<file path="src/rtl/tapped_shift_line.sv">
// rtl/tapped_shift_line.sv - Tapped delay line with equally spaced taps and fill tracking
// Valid flags are pure decodes of the registered fill count, so no extra state is needed for them.
module tapped_shift_line #(
  parameter int WIDTH      = 8,
  parameter int DEPTH      = 64,
  parameter int NUM_TAPS   = 3,
  parameter int TAP_STRIDE = 16
) (
  input  logic                         clk,
  input  logic                         rst,
  input  logic                         shift,
  input  logic                         clear,
  input  logic [WIDTH-1:0]             sr_in,
  output logic [NUM_TAPS*WIDTH-1:0]    tap_data,
  output logic [NUM_TAPS-1:0]          tap_valid,
  output logic [WIDTH-1:0]             sr_out,
  output logic                         sr_out_valid,
  output logic [$clog2(DEPTH+1)-1:0]   fill_count,
  output logic                         full
);

  localparam int            CW      = $clog2(DEPTH + 1);
  localparam logic [CW-1:0] DEPTH_C = CW'(DEPTH);

  logic [WIDTH-1:0] stage [DEPTH];
  logic [CW-1:0]    fill_q;

  // rst and clear share one path; either discards any shift in the same cycle
  always_ff @(posedge clk) begin
    if (rst || clear) begin
      for (int i = 0; i < DEPTH; i++) stage[i] <= '0;
      fill_q <= '0;
    end else if (shift) begin
      stage[0] <= sr_in;
      for (int i = 1; i < DEPTH; i++) stage[i] <= stage[i-1];
      if (fill_q != DEPTH_C) fill_q <= fill_q + 1'b1;
    end
  end

  for (genvar k = 1; k <= NUM_TAPS; k++) begin : g_tap
    localparam logic [CW-1:0] THR = CW'(k * TAP_STRIDE);
    assign tap_data[k*WIDTH-1 -: WIDTH] = stage[k*TAP_STRIDE-1];
    assign tap_valid[k-1]               = (fill_q >= THR);
  end

  assign sr_out       = stage[DEPTH-1];
  assign full         = (fill_q == DEPTH_C);
  assign sr_out_valid = full;
  assign fill_count   = fill_q;

endmodule

</file>
<file path="config.mk">
export PLATFORM = sky130hd
export DESIGN_NAME = tapped_shift_line
export DESIGN_NICKNAME = d
export VERILOG_FILES = /design/src/rtl/tapped_shift_line.sv
export SDC_FILE = /design/constraint.sdc
export NUM_CORES = 1
export LEC_CHECK = 0
export BUFFER_PORTS_ARGS = -buffer_cell sky130_fd_sc_hd__buf_4
export CELL_PAD_IN_SITES_DETAIL_PLACEMENT = 0
export CELL_PAD_IN_SITES_GLOBAL_PLACEMENT = 2
export CORE_MARGIN = 3
export CORE_UTILIZATION = 45
export DETAILED_ROUTE_END_ITERATION = 8
export GPL_TIMING_DRIVEN = 0
export MAX_ROUTING_LAYER = met4
export PLACE_DENSITY_LB_ADDON = 0.1
export SLEW_MARGIN = 40
export SYNTH_ARGS = -nofsm -noshare
export SYNTH_HDL_FRONTEND = slang
export SYNTH_SLANG_ARGS = --single-unit
</file>
<file path="constraint.sdc">
create_clock -name clk -period 28.6 [get_ports clk]
set_input_delay 8.58 -clock clk [delete_from_list [all_inputs] [get_ports clk]]
set_output_delay 8.58 -clock clk [all_outputs]
set_load 0.02 [all_outputs]
</file>
* Word level (Yosys, flattened, before mapping)
Memories as Yosys holds them, arrays and structs flattened.
Cells that the tools add are included.
** Operators by class
- $add $sub $neg :: 1
- $mul :: 0
- Div/mod/pow operators :: 0
- Magnitude comparators :: 3
- Eq/ne operators :: 2
- Shifts and indexed selects :: 0
- Mux-type cells :: 69
- Bitwise operators :: 64
- Reductions and logical operators :: 2
** Operators by type and width (number)
- 8-bit two-way mux :: 64
- 1-bit bitwise OR :: 64
- 7-bit by 6-bit greater-or-equal comparator with 1-bit output, second input constant :: 2
- 7-bit by 1-bit adder with 7-bit output, second input constant :: 1
- 7-bit == test, second input constant :: 1
- 7-bit by 5-bit greater-or-equal comparator with 1-bit output, second input constant :: 1
- 7-bit inequality test, second input constant :: 1
- 1-bit two-way mux :: 5
- 2-bit AND reduction :: 1
- 1-bit logical OR :: 1
** Word-level totals
- Register bits after elaboration :: 7
- Latch bits :: 0
- Memory bits (writable) :: 512
- Bits in read-only memories :: 0
- Input port bits :: 12
- Logic and storage cells :: 143
- Memories kept :: 1
** Memory list
- stage :: depth 64, bits a word 8, rd ports 64, clocked after memory_dff 0, wr ports 64, RTL line 25 : logic [WIDTH-1:0] stage [DEPTH];

* Logic depth before layout (Yosys ltp)
- Depth in word-level cells :: 4
- Mapped depth :: 5

* Least setup slack after synthesis
OpenSTA, ideal clock, no wires.
- Path kind :: input port to flip-flop
- Start :: input shift
- End :: memory stage[0][0], enable pin
- Setup time :: 910 ps
- Arrival time :: 19923 ps
- Required time :: 27690 ps
- Slack :: 7767 ps
- Stages on the path :: 3
- Cells stage by stage :: buf_2 > buf_2 > or3_1
** RTL lines
- start, declared :: RTL line 11 : input logic shift,
- end, declared :: RTL line 25

==> reports/qor.yml <==
run_status:
  status: "finished, final reports clean"
sta:
  rsz0062_at_grt: "false"
  fin_worst_skew_ns: 0.00871
  relSlewSlack_pct: 62.4
  finalCriticalPeriod_ns: 10.44
  setup_violations: 0
  fmax_mhz: 95.8
  tns_ns: 0
  hold_slack_ns: 0.514
  finalCritPeriodShare_pct: 36.5
  maxSlewViolCount: 0
  hold_violations: 0
  worst_pin_slew_ns: 0.563
floorplan:
  ios: 56
  core_area_um2: 42500
  die_h_um: 215
  start_util_pct: 46.1
  num_rows: 75
  die-area_um2: 46100
  die_w_um: 215
layout:
  drive_gt1_share_pct: 15.8
  diodes: 0
  synthToLayoutAreaGrowth_pct: 15.4
  seq_area_um2: 15500
  nets: 1327
  multi_input_area_um2: 3450
  finalNonFillerCells: 1931
  fill_cells: 3549
flow_run:
  drv_cap: 0
global_routing:
  antenna_found_initial: 0
  grt-ovfl-total: 0
  grt_max_degree: 45
  grt_first_pass_wirelength_mm: 50.9
  grt_pass1_vias: 9588
  grtUsageTotal_pct: 13.9
placement:
  place_inst: 1835
  gp_congestion: 0.693
  io_buffers: 54
  place_hpwl_mm: 18.3
synthesis:
  synth_cell_type_count: 25
  synthCells: 1191
  ys_ff_latch: 519
  syn-cell-area_um2: 19600
  synth_warnings: 0
  ys_seq_area_share_pct: 79.2
  syn_nets: 1205
  synth.avg_cell_area_um2: 16.5
detailed_routing:
  drtIter0Drc: 649
  vias_per_cell: 4.90
  drt-total-wl_mm: 30.6
  drcViolationCount: 0
  wl_per_cell_um: 15.8
  vias: 9470
  drtAntennaViolNets: 0
  firstDrtPassIters: 5
worst_setup_path:
  crit_required_ns: 28.86
  worstPathArrival_ns: 10.70
  critical_path_class: "in -> reg"
  critPathCaptureType: "flop"
  start_kind: "input port"
  crit_path_max_fanout: 44
clock_tree:
  cts_root_buf: "clkbuf_16"
  cts.sinks: 519
  cts_buffers: 53
  cts.path.max_buffers: 3
  ctsHoldBuffers: 0
  cts_tree: "yes"
  htreeDepth: 2
  post_cts_buffers: 0
  clkTransAtPathRegs_ns: 0.06
  clk_latency_ns: 0.58
  cts-resized-gates: 0
power_and_ir_drop:
  p_leak_nw: 10.1
  powerDensity_nw_per_um2: 69.7
  irDropWorstVdd_uv: 52.4
  total_power_mw: 1.58
min_path:
  min_path_type: "reg -> reg"
[cells in the final DEF, fill, tap and decap left out, types with 2 or more instances in the layout]
master	Yosys	routed
edfxtp_1	512	512
and3_1	272	272
and2_1	241	241
buf_4	35	89
clkbuf_1	48	69
clkbuf_16	0	53
buf_2	37	37
buf_12	0	12
clkinv_2	0	10
dfxtp_1	7	7
nand2_1	6	6
clkinv_1	0	6
inv_1	3	3
or3_1	4	3
nand2b_1	3	3
a21oi_1	3	3
clkbuf_8	0	3
bufinv_16	0	3
or2_2	2	2
nand4_1	2	2
o21ai_0	2	2
mux2i_1	2	2
xor2_1	2	2
nor2_1	2	2
ha_1	2	2
[through the flow]
stage	utilization, %	area (µm²)	setup slack, ns
6_report	53.2	22600	18.16
3_3_place_gp	48.8	20700	3.26
2_1_floorplan	-	19600	7.77
4_1_cts	53.2	22600	18.12
3_5_place_dp	49.4	21000	17.50
5_1_grt	53.2	22600	17.98
[final cells by class]
| cell class | count | share of cell area [%] |
|---|---|---|
| plain buffers | 121 | 2.80 |
| repair buffers | 67 | 2.98 |
| inverters | 3 | 0.0498 |
| flip-flops and latches | 519 | 68.6 |
| clock buffers | 77 | 6.40 |
| clock inverters | 19 | 0.719 |
| multi-input cells | 548 | 15.2 |
| well taps | 577 | 3.19 |
[Yosys cell counts]
cell type	n	share of area (%)
xor2_1	2	0.089
and2_1	241	7.7
buf_4	35	1.3
o311ai_0	1	0.045
nand2b_4	1	0.070
or2_2	2	0.064
edfxtp_1	512	78
nor2_2	1	0.032
o41a_1	1	0.057
o21ai_0	2	0.051
buf_2	37	0.94
a21oi_1	3	0.077
clkbuf_1	48	0.92
nor2_1	2	0.038
nor4_1	1	0.032
mux2i_1	2	0.10
and3_1	272	8.7
or3_1	4	0.13
dfxtp_1	7	0.71
nand2b_1	3	0.096
inv_1	3	0.057
nand4_1	2	0.064
clkbuf_2	1	0.026
ha_1	2	0.13
nand2_1	6	0.11
[routing by layer]
metal  track usage (%)  part of all wire (%)
met1              19.1                    47
met2              21.0                    47
met3              2.66                   3.6
met4              4.83                   2.3
met5                 -                     0
[power breakdown]
group          total, mW  switching [mW]  internal (mW)  leakage (nW)
clock              0.649           0.273          0.376         0.790
sequential         0.876         0.00866          0.868          6.02
combinational     0.0506          0.0326         0.0180          3.25
total               1.58           0.314           1.26          10.1
[worst paths after layout]
kind / cells past startpoint / startpoint / to / slack, ns
worst min register to register: 1 / stage[0][475] / stage[0][483] / 0.51
worst min-delay path: 1 / stage[0][475] / stage[0][483] / 0.51
worst max-delay path: 7 / shift / stage[0][370] / 18.16
worst max register to register: 4 / fill_count[0] / fill_count[6] / 27.26
[flip-flops by register name (all words and copies together), names as in the netlist]
signal      cells
stage         512
fill_count      7
[critical path: stages]
cell and delay, ns:
buf_2 0.17, buf_2 0.29, or3_4 0.55, buf_16 0.25
buf_12 0.23, buf_12 0.26, buf_12 0.28
[kinds of logic after synthesis]
kind of cell             after synthesis  share of synthesized area (%)
AND/OR/NAND/NOR                      535                           17.0
flip-flops                           519                           79.2
buffers and inverters                124                           3.29
AO/OA/AOI/OAI                          7                          0.230
XOR/XNOR                               2                         0.0894
multiplexers                           2                          0.102
adder cells (fa/ha/maj)                2                          0.128
(Power assumes the default switching activity.)
